--- config.mk ---
export PLATFORM = sky130hd
export DESIGN_NAME = llkid_key_sender
export DESIGN_NICKNAME = d
export VERILOG_FILES = /design/src/rtl/llkid_key_sender.sv
export SDC_FILE = /design/constraint.sdc
export NUM_CORES = 1
export LEC_CHECK = 0
export BUFFER_PORTS_ARGS = -buffer_cell sky130_fd_sc_hd__buf_2
export CAP_MARGIN = 20
export CORE_MARGIN = 2
export CORE_UTILIZATION = 48
export DETAILED_ROUTE_END_ITERATION = 7
export GPL_TIMING_DRIVEN = 0
export PLACE_DENSITY_LB_ADDON = 0.25
export SETUP_SLACK_MARGIN = 0.3
export SLEW_MARGIN = 20
export SYNTH_ARGS = -nofsm -noshare
export SYNTH_HDL_FRONTEND = slang
export SYNTH_SLANG_ARGS = --single-unit
--- constraint.sdc ---
create_clock -name clk -period 1.8 [get_ports clk]
set_input_delay 0.18 -clock clk [delete_from_list [all_inputs] [get_ports clk]]
set_output_delay 0.18 -clock clk [all_outputs]
set_load 0.01 [all_outputs]
--- src/rtl/llkid_key_sender.sv ---
// Key sender: captures a multi-word key and streams it to a responder over a
// valid/ready handshake, or requests a remote key clear, with per-phase timeouts.
module llkid_key_sender #(
    parameter int KEY_WORDS      = 5,
    parameter int TIMEOUT_CYCLES = 1024
) (
    input  logic                    clk,
    input  logic                    rst,
    input  logic                    cmd_load,
    input  logic                    cmd_clear,
    input  logic [64*KEY_WORDS-1:0] key_in,
    output logic [63:0]             llkid_key_data,
    output logic                    llkid_key_valid,
    input  logic                    llkid_key_ready,
    input  logic                    llkid_key_complete,
    output logic                    llkid_clear_key,
    input  logic                    llkid_clear_key_ack,
    output logic                    busy,
    output logic                    done,
    output logic [1:0]              status
);

    localparam int IDX_W = (KEY_WORDS > 1) ? $clog2(KEY_WORDS) : 1;
    localparam int CNT_W = (TIMEOUT_CYCLES > 1) ? $clog2(TIMEOUT_CYCLES) : 1;

    localparam logic [1:0] ST_IDLE          = 2'd0;
    localparam logic [1:0] ST_SEND          = 2'd1;
    localparam logic [1:0] ST_WAIT_COMPLETE = 2'd2;
    localparam logic [1:0] ST_CLEAR         = 2'd3;

    localparam logic [1:0] STATUS_NONE      = 2'd0;
    localparam logic [1:0] STATUS_OK        = 2'd1;
    localparam logic [1:0] STATUS_LOAD_TO   = 2'd2;
    localparam logic [1:0] STATUS_CLEAR_TO  = 2'd3;

    localparam logic [IDX_W-1:0] LAST_IDX = IDX_W'(KEY_WORDS - 1);
    localparam logic [CNT_W-1:0] LAST_CNT = CNT_W'(TIMEOUT_CYCLES - 1);

    logic [1:0]                   state_q, state_d;
    logic [IDX_W-1:0]             idx_q, idx_d;
    logic [CNT_W-1:0]             cnt_q, cnt_d;
    logic [KEY_WORDS-1:0][63:0]   key_q, key_d;
    logic [1:0]                   status_q, status_d;
    logic                         done_q, done_d;
    logic                         timed_out;

    assign timed_out = (cnt_q == LAST_CNT);

    always_comb begin
        state_d  = state_q;
        idx_d    = idx_q;
        cnt_d    = cnt_q;
        key_d    = key_q;
        status_d = status_q;
        done_d   = 1'b0;
        case (state_q)
            ST_IDLE: begin
                // Clear wins over a simultaneous load.
                if (cmd_clear) begin
                    state_d  = ST_CLEAR;
                    cnt_d    = '0;
                    status_d = STATUS_NONE;
                end else if (cmd_load) begin
                    state_d  = ST_SEND;
                    key_d    = key_in;
                    idx_d    = '0;
                    cnt_d    = '0;
                    status_d = STATUS_NONE;
                end
            end
            ST_SEND: begin
                if (llkid_key_ready) begin
                    cnt_d = '0;
                    if (idx_q == LAST_IDX) begin
                        state_d = ST_WAIT_COMPLETE;
                        idx_d   = '0;
                    end else begin
                        idx_d = idx_q + 1'b1;
                    end
                end else if (timed_out) begin
                    state_d  = ST_IDLE;
                    cnt_d    = '0;
                    status_d = STATUS_LOAD_TO;
                end else begin
                    cnt_d = cnt_q + 1'b1;
                end
            end
            ST_WAIT_COMPLETE: begin
                if (llkid_key_complete) begin
                    state_d  = ST_IDLE;
                    cnt_d    = '0;
                    status_d = STATUS_OK;
                    done_d   = 1'b1;
                end else if (timed_out) begin
                    state_d  = ST_IDLE;
                    cnt_d    = '0;
                    status_d = STATUS_LOAD_TO;
                end else begin
                    cnt_d = cnt_q + 1'b1;
                end
            end
            default: begin
                if (llkid_clear_key_ack) begin
                    state_d  = ST_IDLE;
                    cnt_d    = '0;
                    status_d = STATUS_OK;
                    done_d   = 1'b1;
                end else if (timed_out) begin
                    state_d  = ST_IDLE;
                    cnt_d    = '0;
                    status_d = STATUS_CLEAR_TO;
                end else begin
                    cnt_d = cnt_q + 1'b1;
                end
            end
        endcase
    end

    always_ff @(posedge clk) begin
        if (rst) begin
            state_q  <= ST_IDLE;
            idx_q    <= '0;
            cnt_q    <= '0;
            key_q    <= '0;
            status_q <= STATUS_NONE;
            done_q   <= 1'b0;
        end else begin
            state_q  <= state_d;
            idx_q    <= idx_d;
            cnt_q    <= cnt_d;
            key_q    <= key_d;
            status_q <= status_d;
            done_q   <= done_d;
        end
    end

    // Handshake outputs are pure state decodes, so they drop the cycle the state leaves.
    assign llkid_key_valid = (state_q == ST_SEND);
    assign llkid_key_data  = (state_q == ST_SEND) ? key_q[idx_q] : 64'd0;
    assign llkid_clear_key = (state_q == ST_CLEAR);
    assign busy            = (state_q != ST_IDLE);
    assign done            = done_q;
    assign status          = status_q;

endmodule

==> flow_metrics.env, run 1 <==
export IMPL_outcome="stopped before the end"
export IMPL_failing_step="5_1_grt"
export IMPL_error="[ERROR GRT-0232] Routing congestion too high. Check the congestion heatmap in the GUI."
export IMPL_worst_ep_kind="top-level output"
export IMPL_htree_levels=2
export IMPL_die_h_um=178
export IMPL_ys_types=48
export IMPL_grt_repair_worst_endpoint="llkid_key_data[27]"
export IMPL_synth_edf_count=0
export IMPL_cts_buffer_depth=3
export IMPL_synth_main_ff_cell="dfxtp_1"
export IMPL_cts_root_buffer="clkbuf_16"
export IMPL_grt_max_degree=14
export IMPL_synth_nets=2066
export IMPL_io_pins=397
export IMPL_clock_sinks=338
export IMPL_overflow=6
export IMPL_gp_congestion=0.912
export IMPL_synth_top_family_by_area="simple AND/OR/NAND/NOR gates"
export IMPL_synth_seq_cells=338
export IMPL_netlist_instances=1736
export IMPL_synth_xor_area_share_pct=0.422
export IMPL_grtUsageTotal_pct=66.2
export IMPL_start_util_pct=48.9
export IMPL_numCtsBuffers=37
export IMPL_yosysSeqAreaShare_pct=46.6
export IMPL_yosys_area_share_adder_pct=0.258
export IMPL_num_rows=63
export IMPL_die_x_um=178
export IMPL_syn_area_um2=14500
export IMPL_synth_simple_gate_area_share_pct=20.0
export IMPL_async_flop_share_pct=0
export IMPL_hpwl_um=36600
export IMPL_synth_compound_area_share_pct=15.8
export IMPL_ys_warnings_count=0
export IMPL_io_buffers=394
export IMPL_synth_avg_cell_area_um2=8.37
export IMPL_muxShareOfSynthArea_pct=10.2
-- synth_stat cells, drive strengths merged (3+ instances only) --
library cell,n,area [µm²]
o21ai,4,20.0
xnor2,4,35.0
mux4,64,1440
dfxtp,338,6770
nor4b,3,26.3
clkbuf,56,211
a211oi,6,45.0
a22oi,65,488
buf,95,757
nand4,5,37.5
inv,6,22.5
nor2,71,267
nand2,649,2440
ha,3,37.5
xor2,3,26.3
a21oi,328,1650
nor3,5,30.0
-- per-layer routing --
metal	global-route usage, %	overflow
met5	21.3	1
met1	65.1	0
met3	47.9	0
met2	87.2	4
met4	63.7	1
-- per-stage QoR --
step	hold WS (ns)	setup slack (ns)	instances	instance area, µm²	TNS, ns
2_1_floorplan	0.316	0.174	1736	14800	0
3_3_place_gp	0.429	-0.577	2520	17300	-74.40
3_5_place_dp	0.429	-0.625	2520	17300	-94.99
4_1_cts	0.0867	-0.622	2979	24900	-41.84
-- what timing repair did --
| action | CTS |
|---|---|
| buffers inserted | 36 |
| resized for setup | 528 |
| hold buffers | 320 |
| gates cloned | 38 |
| hold endpoints to repair | 320 |
| setup endpoints to repair | 403 |
| pin swaps | 41 |
-- logic make-up after synthesis --
group,count (synthesis)
simple gates,749
compound gates,415
flops,338
buf+inv,157
mux,67
xor+xnor,7
fa+ha+maj,3
==> run 2: changes to the inputs <==
--- a/config.mk
+++ b/config.mk
@@ -8,11 +8,10 @@
 export BUFFER_PORTS_ARGS = -buffer_cell sky130_fd_sc_hd__buf_2
 export CAP_MARGIN = 20
 export CORE_MARGIN = 2
-export CORE_UTILIZATION = 48
+export CORE_UTILIZATION = 40
 export DETAILED_ROUTE_END_ITERATION = 7
 export GPL_TIMING_DRIVEN = 0
-export PLACE_DENSITY_LB_ADDON = 0.25
-export SETUP_SLACK_MARGIN = 0.3
+export PLACE_DENSITY_LB_ADDON = 0.15
 export SLEW_MARGIN = 20
 export SYNTH_ARGS = -nofsm -noshare
 export SYNTH_HDL_FRONTEND = slang
==> constraint.sdc (replaced) <==
create_clock -name clk -period 2.34 [get_ports clk]
set_input_delay 0.234 -clock clk [delete_from_list [all_inputs] [get_ports clk]]
set_output_delay 0.234 -clock clk [all_outputs]
set_load 0.01 [all_outputs]
==> run 2 against run 1 <==
Compared with the run above: the flow now finishes, with violations (negative setup slack); synthesized cell count unchanged; synthesized area unchanged.
==> flow_metrics.env, run 2 <==
export IMPL_netlist_instances=1736
export IMPL_numCtsBuffers=38
export IMPL_area_growth_pct=51.7
export IMPL_setup_slack_ns=-0.0630
export IMPL_grt_pass1_wl_um=87000
export IMPL_synth_most_common_cell="nand2_1"
export IMPL_synth_compound_area_share_pct=15.8
export IMPL_synthTopCellsByArea="dfxtp_1 47%, nand2_1 17%, a21oi_1 11%"
export IMPL_internal_power_uw=10500
export IMPL_gp_congestion=0.877
export IMPL_die_area_um2=37900
export IMPL_synth_edf_count=0
export IMPL_num_rows=69
export IMPL_synth_largest_area_cell="dfxtp_1"
export IMPL_synth_simple_gate_area_share_pct=20.0
export IMPL_p_leak_uw=0.00865
export IMPL_synth_common_cells="649 x nand2_1, 338 x dfxtp_1, 327 x a21oi_1"
export IMPL_io_buffers=394
export IMPL_die_h_um=195
export IMPL_htree_levels=2
export IMPL_ys_warnings_count=0
export IMPL_dr_pass1_iters=5
export IMPL_hpwl_um=39100
export IMPL_syn_area_um2=14500
export IMPL_io_pins=397
export IMPL_p_sw_share_pct=26.1
export IMPL_startpoint_type="flop"
export IMPL_outcome="finished with violations"
export IMPL_synth_top_cell_area_share_pct=46.6
export IMPL_arrival_ns=2.17
export IMPL_drt_total_wl_um=57600
export IMPL_cts_clk_slew_worst_paths_ns=0.06
export IMPL_cts_buffer_depth=3
export IMPL_required_ns=2.11
export IMPL_synth_nets=2066
export IMPL_reg2reg_from="state_q[0]"
export IMPL_fmax_ghz=0.416
export IMPL_grt_max_degree=14
export IMPL_die_x_um=195
export IMPL_ys_types=48
export IMPL_drive_gt1_share_pct=27.1
export IMPL_final_antenna_net_count=0
export IMPL_end_kind="output pin"
export IMPL_setup_violations=27
export IMPL_antenna_found_initial=3
export IMPL_min_path_type="in2reg"
export IMPL_drt_iter0_drc=895
export IMPL_async_flop_share_pct=0
export IMPL_pwr_share_comb_pct=16.1
export IMPL_final_cell_mix="649 x nand2_1, 406 x buf_2, 336 x dfxtp_1"
export IMPL_ir_drop_uv=387
export IMPL_worstRegToRegCells=7
export IMPL_relSlewSlack_pct=39.7
export IMPL_largest_reg_flops=320
export IMPL_hold_viol_final=0
export IMPL_tightest_slew_ns=0.904
export IMPL_seq_power_share_pct=43.4
export IMPL_clock_sinks=338
export IMPL_max_cap_violations=0
export IMPL_synth_avg_cell_area_um2=8.37
export IMPL_clock_skew_final_ns=0.00585
export IMPL_fin_crit_ns=2.40
export IMPL_nets=2825
export IMPL_drc_errors=0
export IMPL_slew_violations=0
export IMPL_clock_power_share_pct=40.4
export IMPL_synth_seq_cells=338
export IMPL_synth_xor_area_share_pct=0.422
export IMPL_synth_main_ff_cell="dfxtp_1"
export IMPL_core_area_um2=35700
export IMPL_vias_per_cell=5.21
export IMPL_net_switching_power_uw=3720
export IMPL_ff2ff_setup_slack_ns=0.17
export IMPL_final_common_cell="nand2_1"
export IMPL_first_global_vias=15770
export IMPL_powerDensity_nw_per_um2=647
export IMPL_final_util_pct=61.8
export IMPL_clk_latency_ns=0.52
export IMPL_place_ws_ns=-0.357
export IMPL_yosys_area_share_adder_pct=0.258
export IMPL_rr_endpoint="key_q[258]"
export IMPL_path_max_fanout=6
export IMPL_cts_root_buffer="clkbuf_16"
export IMPL_critPathKind="reg2out"
export IMPL_overflow=0
export IMPL_fin_crit_sh_pct=103
export IMPL_largest_register="key_q"
export IMPL_avgRoutedWirePerCell_um=19.3
export IMPL_worstSetupEndpoint="llkid_key_data[59]"
export IMPL_top_regs="key_q (320), cnt_q (10), idx_q (3)"
export IMPL_vias=15559
export IMPL_tritoncts="done"
export IMPL_grtUsageTotal_pct=29.5
export IMPL_rsz0062_at_grt="yes"
export IMPL_violations="negative setup slack"
export IMPL_crit_start="idx_q[1]"
export IMPL_yosysSeqAreaShare_pct=46.6
export IMPL_fin_tns_setup_ns=-0.635
export IMPL_muxShareOfSynthArea_pct=10.2
export IMPL_synth_top_family_by_area="simple AND/OR/NAND/NOR gates"
export IMPL_start_util_pct=40.7
## run 2: power groups by stage
stage / Combinational (µW) / Sequential [µW] / Clock [µW]
CTS: 2230 / 6180 / 5850
floorplan: 1030 / 6250 / 0
global placement: 1760 / 6290 / 0
global route: 2470 / 6220 / 6050
finish: 2300 / 6190 / 5770
detailed placement: 1780 / 6300 / 0
## run 2: worst min path at each step
stage,from,slack [ns],endpoint,cells past startpoint
6_report,key_in[121],0.01,key_q[121],3
3_5_place_dp,key_q[132],0.44,key_q[132],2
4_1_cts,key_in[271],0.002,key_q[271],3
2_1_floorplan,key_in[0],0.37,key_q[0],2
5_1_grt,key_in[271],0.002,key_q[271],3
3_3_place_gp,key_q[170],0.44,key_q[170],2
## run 2: kinds of logic after synthesis
family / Yosys count
buffers and inverters: 157
adder cells (fa/ha/maj): 3
multiplexers: 67
flip-flops: 338
XOR/XNOR: 7
AND/OR/NAND/NOR: 749
AO/OA/AOI/OAI: 415
## run 2: metrics by stage
stage | area [µm²] | instances | hold slack, ns | power, µW
detailed placement | 17100 | 2591 | 0.443 | 8080
finish | 22000 | 2985 | 0.0150 | 14300
global route | 22000 | 2984 | 0.00250 | 14700
CTS | 21700 | 2977 | 0.00151 | 14300
global placement | 17100 | 2591 | 0.439 | 8050
floorplan | 14500 | 1736 | 0.370 | 7290
## run 2: repair_timing
item	4_1_cts	5_1_grt
gates cloned	0	4
gates resized for setup	68	54
buffers inserted	6	1
pin swaps	3	5
hold buffers	316	0
endpoints found under the hold margin	316	0
endpoints found under the setup margin	64	63
## run 2: area by class of cell
cell class	count	area, µm²
Antenna cell	4	10.0
Buffer	149	1160
Clock buffer	54	1100
Clock inverter	11	87.6
Fill cell	3045	13600
Inverter	6	22.5
Multi-Input combinational cell	1241	6970
Sequential cell	338	6770
Tap cell	461	577
Timing Repair Buffer	721	5340
## run 2: layer usage
layer | wire length, µm | GRT usage [%]
met2 | 27500 | 49.9
met4 | 2280 | 12.3
met1 | 24400 | 38.1
met5 | 0 | 0
met3 | 3460 | 3.64
## run 2: worst max-delay path: stages (launching register included)
cell	delay (ns)
dfxtp_4	0.43
buf_12	0.17
clkbuf_16	0.16
mux4_2	0.50
a22oi_1	0.17
nor2_1	0.07
buf_2	0.14
(Power assumes the default switching activity.)
==> run 3: changes to the inputs <==
==> constraint.sdc (replaced) <==
create_clock -name clk -period 3 [get_ports clk]
set_input_delay 0.3 -clock clk [delete_from_list [all_inputs] [get_ports clk]]
set_output_delay 0.3 -clock clk [all_outputs]
set_load 0.01 [all_outputs]
==> run 3 against run 2 <==
Compared with the run above: the run now ends clean; combinational power decreased by 39%; routed wire length decreased by 9.0%; first-iteration DRC count increased by 3.1%; highest routed layer unchanged; critical path depth unchanged; clock power decreased by 22%; utilization decreased by 10 points; sequential share of layout area increased by 6.0 points; critical endpoint is now llkid_key_data[22]; register-to-register slack improved by 0.64 ns; critical path type unchanged; sequential cell count unchanged; setup slack improved by 0.20 ns; non-clock buffer count decreased by 313; final area decreased by 16%.
==> flow_metrics.env, run 3 (synthesis results as in run 2) <==
export IMPL_crit_start="state_q[1]"
export IMPL_critPathKind="reg2out"
export IMPL_min_path_type="in2reg"
export IMPL_arrival_ns=2.57
export IMPL_drt_total_wl_um=52400
export IMPL_multi_input_area_um2=6780
export IMPL_cts_root_buffer="clkbuf_16"
export IMPL_grtUsageTotal_pct=26.9
export IMPL_required_ns=2.70
export IMPL_num_rows=69
export IMPL_core_area_um2=35700
export IMPL_io_buffers=394
export IMPL_die_h_um=195
export IMPL_outcome="complete, no violations"
export IMPL_clock_skew_final_ns=0.0108
export IMPL_tightest_slew_ns=0.926
export IMPL_start_util_pct=40.7
export IMPL_startpoint_type="flop"
export IMPL_gp_congestion=0.877
export IMPL_slew_violations=0
export IMPL_rsz0062_at_grt="yes"
export IMPL_hold_viol_final=0
export IMPL_dr_pass1_iters=5
export IMPL_cts_clk_slew_worst_paths_ns=0.06
export IMPL_fmax_ghz=0.349
export IMPL_drt_iter0_drc=923
export IMPL_worstSetupEndpoint="llkid_key_data[22]"
export IMPL_hpwl_um=39100
export IMPL_path_max_fanout=10
export IMPL_cts_buffer_depth=3
export IMPL_die_area_um2=37900
export IMPL_p_leak_uw=0.00723
export IMPL_vias_per_cell=5.29
export IMPL_grt_pass1_wl_um=78500
export IMPL_relSlewSlack_pct=38.3
export IMPL_drive_gt1_share_pct=28.1
export IMPL_rr_endpoint="idx_q[0]"
export IMPL_final_util_pct=51.7
export IMPL_clock_sinks=338
export IMPL_largest_reg_flops=320
export IMPL_setup_slack_ns=0.132
export IMPL_antenna_found_initial=8
export IMPL_drc_errors=0
export IMPL_die_x_um=195
export IMPL_overflow=0
export IMPL_fin_crit_ns=2.87
export IMPL_first_global_vias=13902
export IMPL_ir_drop_uv=305
export IMPL_area_growth_pct=26.9
export IMPL_place_ws_ns=0.237
export IMPL_largest_register="key_q"
export IMPL_tritoncts="done"
export IMPL_numCtsBuffers=38
export IMPL_max_cap_violations=0
export IMPL_ff2ff_setup_slack_ns=0.81
export IMPL_final_cell_mix="649 x nand2_1, 420 x buf_2, 338 x dfxtp_1"
export IMPL_nets=2512
export IMPL_worstRegToRegCells=8
export IMPL_fin_crit_sh_pct=95.6
export IMPL_final_antenna_net_count=0
export IMPL_end_kind="output pin"
export IMPL_n_fill_cell=3545
export IMPL_top_regs="key_q (320), cnt_q (10), idx_q (3)"
export IMPL_avgRoutedWirePerCell_um=19.6
export IMPL_io_pins=397
export IMPL_powerDensity_nw_per_um2=581
export IMPL_setup_violations=0
export IMPL_grt_max_degree=14
export IMPL_vias=14160
export IMPL_ff_latch_area_um2=6770
export IMPL_reg2reg_from="idx_q[0]"
export IMPL_htree_levels=2
export IMPL_hold_depth=3
export IMPL_clk_latency_ns=0.52
export IMPL_final_common_cell="nand2_1"
run 3: cell types whose count changed in the layout (fill, tap and decap cells not counted), moves of 9 or more:
| cell | delta |
|---|---|
| dlygate4sd3_1 | -307 |
| a22oi_1 | +33 |
| a22oi_2 | -33 |
| buf_2 | +14 |
| buf_12 | -9 |
| buf_6 | -9 |
| clkbuf_1 | +9 |
run 3: per-layer routing:
metal	global-route usage, %	vias up	share of wire, %
met1	36.4	6724	44
li1	-	6752	-
met3	3.90	107	6.9
met2	43.1	577	46
met4	11.3	0	3.6
met5	0	-	0
run 3: stage by stage:
step	area (µm²)	TNS [ns]	hold slack [ns]	power, µW	instances
floorplan	14500	0	0.433	5680	1736
global placement	17100	-0.134	0.439	6280	2591
detailed placement	17100	0	0.443	6300	2591
CTS	18400	0	0.000595	10800	2668
global route	18400	-0.0255	0.00910	11100	2676
finish	18400	0	0.0149	10700	2676
run 3: area by class of cell:
| type | instances | share of cell area [%] |
|---|---|---|
| multi-input combinational | 1241 | 36.8 |
| sequential | 338 | 36.7 |
| timing repair buffer | 406 | 11.4 |
| clock buffer | 54 | 5.98 |
| buffer | 151 | 5.37 |
| tap | 461 | 3.13 |
| clock inverter | 11 | 0.475 |
| inverter | 6 | 0.122 |
| antenna | 8 | 0.109 |
run 3: worst min-delay path by stage:
| stage | from | slack, ns | endpoint |
|---|---|---|---|
| 2_1_floorplan | key_q[100] | 0.43 | key_q[100] |
| 3_3_place_gp | key_q[170] | 0.44 | key_q[170] |
| 3_5_place_dp | key_q[132] | 0.44 | key_q[132] |
| 4_1_cts | key_in[231] | 0.0006 | key_q[231] |
| 5_1_grt | key_in[89] | 0.009 | key_q[89] |
| 6_report | key_in[226] | 0.01 | key_q[226] |
run 3: critical path: stages (launching register included):
cell and delay (ns):
dfxtp_1 0.33, buf_2 0.20, nand2b_1 0.21, clkbuf_2 0.49, buf_1 0.44, nor2_1 0.18
buf_2 0.18
run 3: timing repair:
| action | CTS | global route |
|---|---|---|
| resized for setup | 3 | 7 |
| pin swaps | 1 | 0 |
| endpoints found under the setup margin | 60 | 41 |
| setup buffers | 3 | 0 |
| endpoints found under the hold margin | 9 | 0 |
| hold buffers | 9 | 0 |
run 3: power by group:
group | leakage [µW] | internal [µW] | switching [µW]
combinational | 0.00389 | 574 | 826
sequential | 0.00275 | 4710 | 116
clock | 0.000594 | 2640 | 1860
total | 0.00723 | 7920 | 2800
==> run 4: changes to the inputs <==
--- a/config.mk
+++ b/config.mk
@@ -10,8 +10,10 @@
 export CORE_MARGIN = 2
 export CORE_UTILIZATION = 40
 export DETAILED_ROUTE_END_ITERATION = 7
+export GPL_ROUTABILITY_DRIVEN = 0
 export GPL_TIMING_DRIVEN = 0
 export PLACE_DENSITY_LB_ADDON = 0.15
+export SKIP_CTS_REPAIR_TIMING = 1
 export SLEW_MARGIN = 20
 export SYNTH_ARGS = -nofsm -noshare
 export SYNTH_HDL_FRONTEND = slang
==> constraint.sdc (replaced) <==
create_clock -name clk -period 3 [get_ports clk]
set_input_delay 0.15 -clock clk [delete_from_list [all_inputs] [get_ports clk]]
set_output_delay 0.15 -clock clk [all_outputs]
set_load 0.01 [all_outputs]
==> run 4 against run 3 <==
Compared with the run above: via count increased by 12%; critical path depth unchanged; sequential cell count did not move; first-iteration DRC count grew 29%; cell count grew 12%; global-route usage down 0.056 points; sequential power is essentially flat; highest routed layer is now met5.
==> flow_metrics.env, run 4 (synthesis results as in run 2) <==
export IMPL_dr_pass1_iters=5
export IMPL_hold_depth=4
export IMPL_grt_pass1_wl_um=78300
export IMPL_min_from="cmd_load"
export IMPL_tritoncts="done"
export IMPL_drc_errors=0
export IMPL_busiest_layer="met2"
export IMPL_fmax_ghz=0.354
export IMPL_powerDensity_nw_per_um2=514
export IMPL_cts_clk_slew_worst_paths_ns=0.06
export IMPL_ir_drop_uv=303
export IMPL_max_stage_delay_ns=0.55
export IMPL_critPathKind="reg2out"
export IMPL_final_cell_area_um2=21500
export IMPL_io_buffers=394
export IMPL_reg2reg_from="idx_q[0]"
export IMPL_htree_levels=2
export IMPL_tightest_slew_ns=0.927
export IMPL_final_util_pct=60.4
export IMPL_vias_per_cell=5.30
export IMPL_seq_power_share_pct=43.6
export IMPL_clock_sinks=338
export IMPL_avgRoutedWirePerCell_um=19.4
export IMPL_largest_reg_flops=320
export IMPL_num_rows=69
export IMPL_setup_violations=0
export IMPL_cp_slowest_cell="clkbuf_1"
export IMPL_relSlewSlack_pct=38.2
export IMPL_net_switching_power_uw=2880
export IMPL_drive_gt1_share_pct=24.6
export IMPL_area_growth_pct=48.1
export IMPL_cts_buffer_depth=3
export IMPL_clk_latency_ns=0.52
export IMPL_p_sw_share_pct=26.0
export IMPL_worstRegToRegCells=8
export IMPL_pwr_share_comb_pct=15.8
export IMPL_ff2ff_setup_slack_ns=0.74
export IMPL_outcome="complete, no violations"
export IMPL_hold_end="status[1]"
export IMPL_first_global_vias=13811
export IMPL_p_leak_uw=0.00853
export IMPL_antenna_found_initial=6
export IMPL_startpoint_type="flop"
export IMPL_die_area_um2=37900
export IMPL_overflow=0
export IMPL_rsz0062_at_grt="no"
export IMPL_cts_root_buffer="clkbuf_16"
export IMPL_path_max_fanout=10
export IMPL_top_regs="key_q (320), cnt_q (10), idx_q (3)"
export IMPL_max_cap_violations=0
export IMPL_slew_violations=0
export IMPL_final_cell_mix="649 x nand2_1, 423 x buf_2, 338 x dfxtp_1"
export IMPL_fin_crit_sh_pct=94.1
export IMPL_vias=15827
export IMPL_clock_skew_final_ns=0.00815
export IMPL_rr_endpoint="idx_q[0]"
export IMPL_grt_max_degree=14
export IMPL_largest_register="key_q"
export IMPL_internal_power_uw=8180
export IMPL_die_x_um=195
export IMPL_clock_power_share_pct=40.6
export IMPL_end_kind="output pin"
export IMPL_arrival_ns=2.67
export IMPL_die_h_um=195
export IMPL_gr_usage_met1_pct=36.5
export IMPL_grtUsageTotal_pct=26.8
export IMPL_nets=2823
export IMPL_hold_viol_final=0
export IMPL_final_common_cell="nand2_1"
export IMPL_final_antenna_net_count=0
export IMPL_required_ns=2.85
export IMPL_start_util_pct=40.7
export IMPL_grtUsageMet2_pct=43.0
export IMPL_drt_total_wl_um=57800
export IMPL_hpwl_um=39100
export IMPL_numCtsBuffers=38
export IMPL_grt_met3_usage_pct=3.92
export IMPL_dpl_cell_area_um2=17100
export IMPL_io_pins=397
export IMPL_fin_crit_ns=2.82
export IMPL_drt_iter0_drc=1190
export IMPL_core_area_um2=35700
export IMPL_crit_path_frequent_cell="buf_2"
export IMPL_min_path_type="in2reg"
export IMPL_path_cells="buf_2, nand2b_1, clkbuf_2, clkbuf_1, nor2_1, buf_2"
run 4: cell count changes in the layout (fill, tap and decap cells not counted), sizes merged:
cell / previous run / this run
clkbuf: 113 / 110
buf: 489 / 492
diode: 8 / 5
dlygate4sd3: 9 / 320
run 4: worst max-delay path by stage:
stage / cells after the start / end / start
final: 6 / llkid_key_data[33] / state_q[1]
after global routing: 6 / llkid_key_data[35] / state_q[1]
after CTS: 6 / llkid_key_data[33] / state_q[1]
after detailed placement: 6 / llkid_key_data[33] / state_q[1]
after global placement: 7 / llkid_key_data[22] / idx_q[1]
after floorplan: 6 / llkid_key_data[40] / idx_q[1]
run 4: per-layer routing:
| layer | vias to the layer above | part of all wire (%) |
|---|---|---|
| met5 | - | 0.024 |
| met3 | 215 | 7.1 |
| met1 | 7436 | 41 |
| met4 | 2 | 4.5 |
| met2 | 797 | 47 |
| li1 | 7377 | - |
run 4: layout make-up:
cell class,count,area (µm²)
fillers,3118,14100
multi-input cells,1241,6780
flip-flops and latches,338,6770
repair buffers,717,5200
clock buffers,54,1100
plain buffers,151,975
well taps,461,577
clock inverters,11,87.6
inverters,6,22.5
diodes,5,12.5
run 4: per-stage QoR:
stage                     instances  TNS (ns)  worst slack (ns)  hold WS, ns  total power (µW)
final                          2984         0             0.176      0.00899             11100
after global routing           2984         0            0.0491       0.0472             11400
after CTS                      2656     -1.65            -0.167       -0.157             10800
after detailed placement       2591         0             0.387        0.397              6300
after global placement         2591         0            0.0997        0.395              6280
after floorplan                1736         0              1.25        0.286              5680
run 4: worst max-delay path: cells and delay by family (launching register included):
family        cells  cell delay [ns]
flops             1             0.33
simple gates      2             0.38
buf+inv           4             1.42
run 4: power groups by stage:
stage	registers (µW)	logic, µW	clock network (µW)
finish	4820	1750	4490
global route	4840	1880	4720
CTS	4820	1390	4560
detailed placement	4920	1390	0
global placement	4910	1370	0
floorplan	4880	807	0
